File: config.mk
export PLATFORM = sky130hd
export DESIGN_NAME = fxp_pipelined_addsub
export DESIGN_NICKNAME = d
export VERILOG_FILES = /design/src/rtl/fxp_pkg.sv /design/src/rtl/carry_select_segment.sv /design/src/rtl/fxp_pipelined_addsub.sv
export SDC_FILE = /design/constraint.sdc
export NUM_CORES = 1
export LEC_CHECK = 0
export CORE_MARGIN = 8
export CORE_UTILIZATION = 55
export DETAILED_ROUTE_END_ITERATION = 16
export PLACE_DENSITY = 0.82
export REMOVE_ABC_BUFFERS = 1
export SLEW_MARGIN = 20
export SYNTH_ARGS = -nofsm -noshare
export SYNTH_HDL_FRONTEND = slang
export SYNTH_HIERARCHICAL = 1
export SYNTH_SLANG_ARGS = --single-unit
File: constraint.sdc
create_clock -name clk -period 3 [get_ports clk]
set_input_delay 0.6 -clock clk [delete_from_list [all_inputs] [get_ports clk]]
set_output_delay 0.6 -clock clk [all_outputs]
set_load 0.01 [all_outputs]
File: src/rtl/fxp_pkg.sv
// Shared constants for the fixed-point add/sub pipeline: default geometry,
// operation encoding and the saturation value generators.
package fxp_pkg;

    localparam int FXP_WIDTH_DEFAULT = 16;
    localparam int FXP_SEG_DEFAULT   = 4;
    localparam int FXP_MAX_WIDTH     = 64;

    typedef enum logic {
        OP_ADD = 1'b0,
        OP_SUB = 1'b1
    } fxp_op_e;

    // Largest positive two's-complement value of width w: 0111..1.
    function automatic logic [FXP_MAX_WIDTH-1:0] fxp_max_pos(input int w);
        return (FXP_MAX_WIDTH'(1) << (w - 1)) - FXP_MAX_WIDTH'(1);
    endfunction

    // Most negative two's-complement value of width w: 1000..0.
    function automatic logic [FXP_MAX_WIDTH-1:0] fxp_min_neg(input int w);
        return FXP_MAX_WIDTH'(1) << (w - 1);
    endfunction

endpackage

File: src/rtl/carry_select_segment.sv
// One SEG-bit carry-select slice: both carry-in sums are formed in parallel
// and the real carry picks one; also exposes the carry into the slice MSB.
module carry_select_segment #(
    parameter int SEG = 4
) (
    input  logic [SEG-1:0] x,
    input  logic [SEG-1:0] y,
    input  logic           c_in,
    output logic [SEG-1:0] sum,
    output logic           c_out,
    output logic           c_msb_in
);

    logic [SEG:0] sum_c0;
    logic [SEG:0] sum_c1;

    assign sum_c0 = {1'b0, x} + {1'b0, y};
    assign sum_c1 = {1'b0, x} + {1'b0, y} + {{SEG{1'b0}}, 1'b1};

    assign {c_out, sum} = c_in ? sum_c1 : sum_c0;

    // Sum bit = x ^ y ^ carry-in, so the carry into the MSB falls out directly.
    assign c_msb_in = x[SEG-1] ^ y[SEG-1] ^ sum[SEG-1];

endmodule

File: src/rtl/fxp_pipelined_addsub.sv
// Pipelined two's-complement adder/subtractor, one carry-select segment per stage.
// Define FXP_ADDSUB_SAT_EN to saturate the result on signed overflow.
module fxp_pipelined_addsub
    import fxp_pkg::*;
#(
    parameter int WIDTH = FXP_WIDTH_DEFAULT,
    parameter int SEG   = FXP_SEG_DEFAULT
) (
    input  logic             clk,
    input  logic             rst,
    input  logic             in_valid,
    output logic             in_ready,
    input  logic [WIDTH-1:0] a,
    input  logic [WIDTH-1:0] b,
    input  logic             cin,
    input  logic             sub,
    output logic             out_valid,
    input  logic             out_ready,
    output logic [WIDTH-1:0] result,
    output logic             cout,
    output logic             overflow,
    output logic             negative,
    output logic             zero
);

    localparam int STAGES = WIDTH / SEG;

    if ((SEG > WIDTH) || ((WIDTH % SEG) != 0)) begin : g_bad_cfg
        $error("fxp_pipelined_addsub: WIDTH must be a multiple of SEG and SEG <= WIDTH");
    end

    logic             advance;
    logic             out_valid_q;
    logic [WIDTH-1:0] result_q;
    logic             cout_q;
    logic             overflow_q;
    logic             negative_q;
    logic             zero_q;

    assign advance   = !out_valid_q || out_ready;
    assign in_ready  = advance;
    assign out_valid = out_valid_q;
    assign result    = result_q;
    assign cout      = cout_q;
    assign overflow  = overflow_q;
    assign negative  = negative_q;
    assign zero      = zero_q;

    for (genvar gi = 0; gi < STAGES; gi++) begin : g_stage
        localparam int LO  = gi * SEG;
        localparam int REM = WIDTH - LO;

        logic [REM-1:0]    x_in;
        logic [REM-1:0]    y_in;
        logic              c_in;
        logic              v_in;
        logic [LO+SEG-1:0] part_sum;
        logic [SEG-1:0]    seg_sum;
        logic              seg_cout;
        logic              seg_cmsb;

        carry_select_segment #(.SEG(SEG)) u_seg (
            .x        (x_in[SEG-1:0]),
            .y        (y_in[SEG-1:0]),
            .c_in     (c_in),
            .sum      (seg_sum),
            .c_out    (seg_cout),
            .c_msb_in (seg_cmsb)
        );

        if (gi == 0) begin : g_src
            assign x_in     = a;
            assign y_in     = (sub == OP_SUB) ? ~b : b;
            assign c_in     = cin ^ sub;
            assign v_in     = in_valid;
            assign part_sum = seg_sum;
        end else begin : g_src
            assign x_in     = g_stage[gi-1].g_pipe.x_q;
            assign y_in     = g_stage[gi-1].g_pipe.y_q;
            assign c_in     = g_stage[gi-1].g_pipe.c_q;
            assign v_in     = g_stage[gi-1].g_pipe.v_q;
            assign part_sum = {seg_sum, g_stage[gi-1].g_pipe.sum_q};
        end

        if (gi < STAGES - 1) begin : g_pipe
            logic               v_q;
            logic               c_q;
            logic [LO+SEG-1:0]  sum_q;
            logic [REM-SEG-1:0] x_q;
            logic [REM-SEG-1:0] y_q;

            always_ff @(posedge clk or posedge rst) begin
                if (rst) begin
                    v_q <= 1'b0;
                end else if (advance) begin
                    v_q <= v_in;
                end
            end

            // Data only loads real beats, so bubbles leave the stage contents untouched.
            always_ff @(posedge clk) begin
                if (advance && v_in) begin
                    c_q   <= seg_cout;
                    sum_q <= part_sum;
                    x_q   <= x_in[REM-1:SEG];
                    y_q   <= y_in[REM-1:SEG];
                end
            end
        end else begin : g_out
            logic [WIDTH-1:0] result_d;
            logic             overflow_d;

            assign overflow_d = seg_cmsb ^ seg_cout;
`ifdef FXP_ADDSUB_SAT_EN
            localparam logic [WIDTH-1:0] SAT_POS = WIDTH'(fxp_max_pos(WIDTH));
            localparam logic [WIDTH-1:0] SAT_NEG = WIDTH'(fxp_min_neg(WIDTH));

            // The top segment of x_in is A's top segment, so its MSB is A's sign.
            assign result_d = !overflow_d ? part_sum : (x_in[SEG-1] ? SAT_NEG : SAT_POS);
`else
            assign result_d = part_sum;
`endif

            always_ff @(posedge clk or posedge rst) begin
                if (rst) begin
                    out_valid_q <= 1'b0;
                    result_q    <= '0;
                    cout_q      <= 1'b0;
                    overflow_q  <= 1'b0;
                    negative_q  <= 1'b0;
                    zero_q      <= 1'b0;
                end else if (advance) begin
                    out_valid_q <= v_in;
                    if (v_in) begin
                        result_q   <= result_d;
                        cout_q     <= seg_cout;
                        overflow_q <= overflow_d;
                        negative_q <= result_d[WIDTH-1];
                        zero_q     <= (result_d == '0);
                    end
                end
            end
        end
    end

endmodule
==> results of run 1 <==
## routing by layer
layer / vias up / wire, um / part of all wire (%)
li1: 1190 / - / -
met1: 1153 / 2950 / 42
met2: 65 / 3550 / 51
met3: 10 / 343 / 4.9
met4: 0 / 114 / 1.6
met5: - / 0 / 0
## cell usage in the layout (no fill, tap or decap), types with 2 or more instances in the layout
| master | count |
|---|---|
| clkinv_1 | 2 |
| clkbuf_8 | 9 |
| clkinvlp_4 | 2 |
| nor3_1 | 4 |
| nand2_1 | 16 |
| dfrtp_1 | 23 |
| buf_4 | 5 |
| nor4_1 | 4 |
| xor2_2 | 4 |
| a2bb2oi_1 | 4 |
| a21oi_1 | 4 |
| clkdlybuf4s50_1 | 59 |
| xor2_1 | 26 |
| and2_2 | 3 |
| inv_6 | 2 |
| mux2_4 | 9 |
| a2111oi_0 | 4 |
| o21ai_0 | 8 |
| or4_1 | 4 |
| a21o_1 | 4 |
| nor2b_1 | 4 |
| nand3_1 | 4 |
| xnor2_1 | 8 |
| ha_1 | 20 |
| o21a_1 | 8 |
| nor2_1 | 4 |
| mux2_2 | 12 |
| edfxtp_1 | 75 |
| inv_1 | 22 |
| fa_1 | 4 |
| a31oi_1 | 4 |
## stage by stage
step                hold slack [ns]  total power [mW]  utilization (%)  setup slack, ns  setup TNS, ns
floorplan                     0.400              3.27                -            0.538              0
global placement              0.402              3.82             64.0          -0.0639        -0.0639
detailed placement            0.405              3.93             64.0           -0.145         -0.176
CTS                           0.415              4.66             66.1            0.214              0
global route                  0.418              4.91             66.1           0.0414              0
finish                        0.410              4.60             66.1            0.227              0
## sequential cells by signal (all words and copies together), names as in the netlist
name,cells
cout,1
g_stage.g_pipe.v_q,3
g_stage.g_pipe.c_q,3
result,16
overflow,1
g_stage.g_pipe.x_q,24
zero,1
g_stage.g_pipe.sum_q,24
out_valid,1
g_stage.g_pipe.y_q,24
## worst min-delay path by stage
| stage | from | end | slack [ns] | cells after the start |
|---|---|---|---|---|
| 3_5_place_dp | g_stage[0].g_pipe.x_q[6] | g_stage[1].g_pipe.x_q[2] | 0.40 | 0 |
| 3_3_place_gp | g_stage[0].g_pipe.y_q[5] | g_stage[1].g_pipe.y_q[1] | 0.40 | 0 |
| 2_1_floorplan | g_stage[0].g_pipe.sum_q[0] | g_stage[1].g_pipe.sum_q[0] | 0.40 | 0 |
| 4_1_cts | g_stage[1].g_pipe.y_q[4] | g_stage[2].g_pipe.y_q[0] | 0.41 | 0 |
| 5_1_grt | g_stage[1].g_pipe.sum_q[1] | g_stage[2].g_pipe.sum_q[1] | 0.42 | 0 |
| 6_report | g_stage[1].g_pipe.sum_q[1] | g_stage[2].g_pipe.sum_q[1] | 0.41 | 0 |
## report_power, final
part / switching (mW) / internal (mW) / leakage, nW / total (mW)
logic: 0.813 / 0.881 / 0.989 / 1.69
registers: 0.204 / 1.97 / 0.985 / 2.18
clock network: 0.430 / 0.302 / 0.0784 / 0.732
total: 1.45 / 3.16 / 2.05 / 4.60
## critical path, stage by stage
cell	delay (ns)
clkdlybuf4s50_1	0.57
xor2_1	0.18
ha_1	0.19
inv_1	0.06
fa_1	0.45
inv_1	0.07
ha_1	0.13
nand2_1	0.07
or4_1	0.42
a2bb2oi_1	0.14
nand3_1	0.10
## logic make-up (layout without fill, tap and decap cells)
kind of cell             after synthesis  after routing
AO/OA/AOI/OAI                         36             36
flip-flops                            98             98
adder cells (fa/ha/maj)               24             24
buffers and inverters                 27            102
XOR/XNOR                              38             38
AND/OR/NAND/NOR                       47             47
multiplexers                          22             22
## area by class of cell
type                       instances  area share [%]
sequential                        98            53.1
multi-input combinational        167            27.9
timing repair buffer              64            11.8
tap                              105            2.47
clock buffer                      10            2.40
inverter                          22            1.55
clock inverter                     6           0.752
==> results.tsv, run 1 <==
metric	value	unit
status	finished clean	
path_class	in2reg	
synth_commonest_cells	edfxtp_1 (75), xor2_1 (26), dfrtp_1 (23)	
worstHoldPathType	reg2reg	
ir_drop	0.293	mV
initial_core_util	55.3	%
clkLatencyLatePin	0.35	ns
worstMarginPinSlew	0.844	ns
post-route-period-util	92.4	%
fin_area	5320	um^2
route.detailed.drc	0	
cts_buffers	9	
cp.required	3.21	ns
post_cts_buffers	0	
ys_seq_area_share	63.5	%
p_per_area	865	nW/um^2
end_kind	flop	
ys.flop_type	edfxtp_1	
dieArea	11200	um^2
die_y	106	um
post_drt_wl_per_cell	14.7	um
top_usage_layer	met2	
antenna_found_initial	0	
via_count	2418	
p_leak	2.05	nW
postRouteAntennaNets	0	
cts_root_buffer	clkbuf_8	
syn_avg_cell_area	15.3	um^2
drv_cap	0	
crit_start	sub	
synth_top_family_by_area	XOR/XNOR gates	
path_clk_slew	0.09	ns
synth_warnings	6	
fp.dieW	106	um
seq_area	2830	um^2
postCtsHoldBufs	0	
grt_use_met2	23.1	%
area_growth	19.5	%
ys_ff_latch	98	
cts.path.max_buffers	2	
crit_path_end	g_stage[0].g_pipe.c_q	
synth_area_leaders	edfxtp_1 (51%), dfrtp_1 (13%), ha_1 (5.6%), xor2_1 (5.1%), mux2_4 (3.0%)	
synth_mux_area_share	6.29	%
post_cts_resized	0	
fin_nets	424	
cp_max_fo	4	
hold_viol	0	
synth-xor-area-share	8.15	%
grt_pass1_wl	12100	um
cts_tree	yes	
n_antenna_cell	0	
postPlaceCellArea	5150	um^2
reg2regPathDepth	11	
syn_area	4450	um^2
grt_max_degree	30	
synth_top_area_share	50.6	%
r2r_setup_slack	0.31	ns
wl	6960	um
stdcell_count	472	
grt.total_usage	13.4	%
grt_use_met1	14.9	%
port-buffer-count	59	
slew_violations	0	
synth-simple-area-share	5.96	%
first_global_vias	2659	
viasPerCell	5.12	
r2r_end	overflow	
cts_max_level	3	
ioPinCount	60	
met3_usage	4.17	%
drive_above_1_share	13.1	%
drt_iter0_markers	104	
slew_headroom	43.7	%
core_area	8050	um^2
rr_startpoint	g_stage[2].g_pipe.y_q[0]	
rows	33	
synthAdderAreaFrac	7.42	%
hpwl	5360	um
cp_data_arrival_time	2.98	ns
skew	0.0115	ns
dp.cells	456	
ys_types	33	
fin_crit	2.77	ns
synth.largest_area_cell	edfxtp_1	
cts.sinks	98	
multi_input_area	1480	um^2
cp-start-kind	input port	
postSynthCellCount	292	
rsz0062_at_grt	no	
grt.overflow.total	0	
clock.fmax	0.361	GHz
synth_most_common_cell	edfxtp_1	
async_flop_share	23.5	%
dr.pass1.iters	4	
setup_viol	0	
place.gp.congestion	0.809	
synth_compound_area_share	5.51	%
nFillCells	588	
synth_edf_count	75	
Note: power is estimated with default switching activity, not from simulation.
==> run 2: changes to the inputs <==
- MAX_ROUTING_LAYER: not set -> met4
==> results.tsv, run 2 (synthesis results as in run 1) <==
metric	value	unit
status	finished clean	
viasPerCell	5.13	
wl	6990	um
cts_root_buffer	clkbuf_8	
dieArea	11200	um^2
crit_start	sub	
first_global_vias	2648	
clock.fmax	0.354	GHz
fin_crit	2.82	ns
grt.total_usage	13.9	%
post_cts_buffers	0	
holdWs	0.413	ns
cts.sinks	98	
setup_viol	0	
port-buffer-count	59	
largestRegisters	g_stage.g_pipe.sum_q: 24 flops, g_stage.g_pipe.x_q: 24 flops, g_stage.g_pipe.y_q: 24 flops	
rr_startpoint	g_stage[2].g_pipe.y_q[0]	
post_cts_resized	0	
grt.overflow.total	0	
cp.required	3.21	ns
drv_cap	0	
path_clk_slew	0.09	ns
ir_drop	0.296	mV
p_int	3.16	mW
hpwl	5360	um
die_y	106	um
skew	0.0117	ns
final_common_cell	edfxtp_1	
cts.path.max_buffers	2	
postRouteAntennaNets	0	
dr.pass1.iters	4	
hold_viol	0	
drive_above_1_share	13.1	%
p_switching	1.45	mW
rows	33	
crit_path_end	g_stage[0].g_pipe.c_q	
cts_buffers	9	
n_antenna_cell	0	
final_cell_mix	edfxtp_1 (75), clkdlybuf4s50_1 (59), xor2_1 (26)	
grt_max_degree	30	
fin_setup_tns	0	ns
worstHoldPathType	reg2reg	
path_class	in2reg	
drt_iter0_markers	102	
via_count	2419	
p_leak	2.05	nW
rsz0062_at_grt	no	
place.gp.congestion	0.821	
slew_violations	0	
initial_core_util	55.3	%
switching_share	31.4	%
fin_nets	424	
combPwrFrac	36.8	%
power.total	4.60	mW
post_drt_wl_per_cell	14.8	um
p_seq_share	47.3	%
slew_headroom	44.9	%
clkPwrFrac	15.9	%
ioPinCount	60	
cp-start-kind	input port	
postPlaceCellArea	5150	um^2
grt_pass1_wl	12100	um
cts_max_level	3	
worstMarginPinSlew	0.825	ns
post-route-period-util	94.1	%
fp.dieW	106	um
reg2regPathDepth	11	
route.detailed.drc	0	
cp_max_fo	4	
r2r_setup_slack	0.30	ns
area_growth	19.5	%
cp_data_arrival_time	3.03	ns
r2r_end	overflow	
clkLatencyLatePin	0.35	ns
p_per_area	865	nW/um^2
core_area	8050	um^2
fin_area	5320	um^2
nFillCells	588	
antenna_found_initial	0	
postCtsHoldBufs	0	
end_kind	flop	
cts_tree	yes	
==> run 2: how the worst min path moves through the flow <==
stage                                     startpoint                         end  slack (ns)  cells after the start
after CTS                   g_stage[1].g_pipe.y_q[4]    g_stage[2].g_pipe.y_q[0]        0.41                      0
final                     g_stage[1].g_pipe.sum_q[1]  g_stage[2].g_pipe.sum_q[1]        0.41                      0
after detailed placement    g_stage[0].g_pipe.x_q[6]    g_stage[1].g_pipe.x_q[2]        0.40                      0
after global placement      g_stage[0].g_pipe.y_q[5]    g_stage[1].g_pipe.y_q[1]        0.40                      0
after global routing      g_stage[1].g_pipe.sum_q[1]  g_stage[2].g_pipe.sum_q[1]        0.42                      0
after floorplan           g_stage[0].g_pipe.sum_q[0]  g_stage[1].g_pipe.sum_q[0]        0.40                      0
==> run 2: critical path, cell delays in order <==
cell and delay, ns:
clkdlybuf4s50_1 0.57, xor2_1 0.18, ha_1 0.19, inv_1 0.06, fa_1 0.45, inv_1 0.07
ha_1 0.13, nand2_1 0.07, a2111oi_0 0.47, a2bb2oi_1 0.14, nand3_1 0.11
==> run 2: area by class of cell <==
cell class	instances	area (um^2)	share of cell area [%]
clock buffer	10	128	2.40
clock inverter	6	40.0	0.752
inverter	22	82.6	1.55
multi-input combinational	167	1480	27.9
sequential	98	2830	53.1
tap	105	131	2.47
timing repair buffer	64	628	11.8
==> run 2: metrics by stage <==
step	utilization [%]	cells	setup slack, ns
final	66.1	472	0.176
after global routing	66.1	472	0.0440
after CTS	66.1	472	0.214
after detailed placement	64.0	456	-0.145
after global placement	64.0	456	-0.0639
after floorplan	-	287	0.538
==> run 2: power groups by stage <==
stage               registers (mW)  clock network (mW)  logic [mW]
finish                        2.18               0.731        1.69
global route                  2.23               0.814        1.87
CTS                           2.19               0.751        1.72
detailed placement            2.22                   0        1.71
global placement              2.19                   0        1.63
floorplan                     2.21                   0        1.06
==> run 2: per-layer routing <==
metal  wire length, um  track usage [%]
met5                 0                -
met2              3580             23.1
met1              2980             15.3
met3               316             3.93
met4               114             6.23
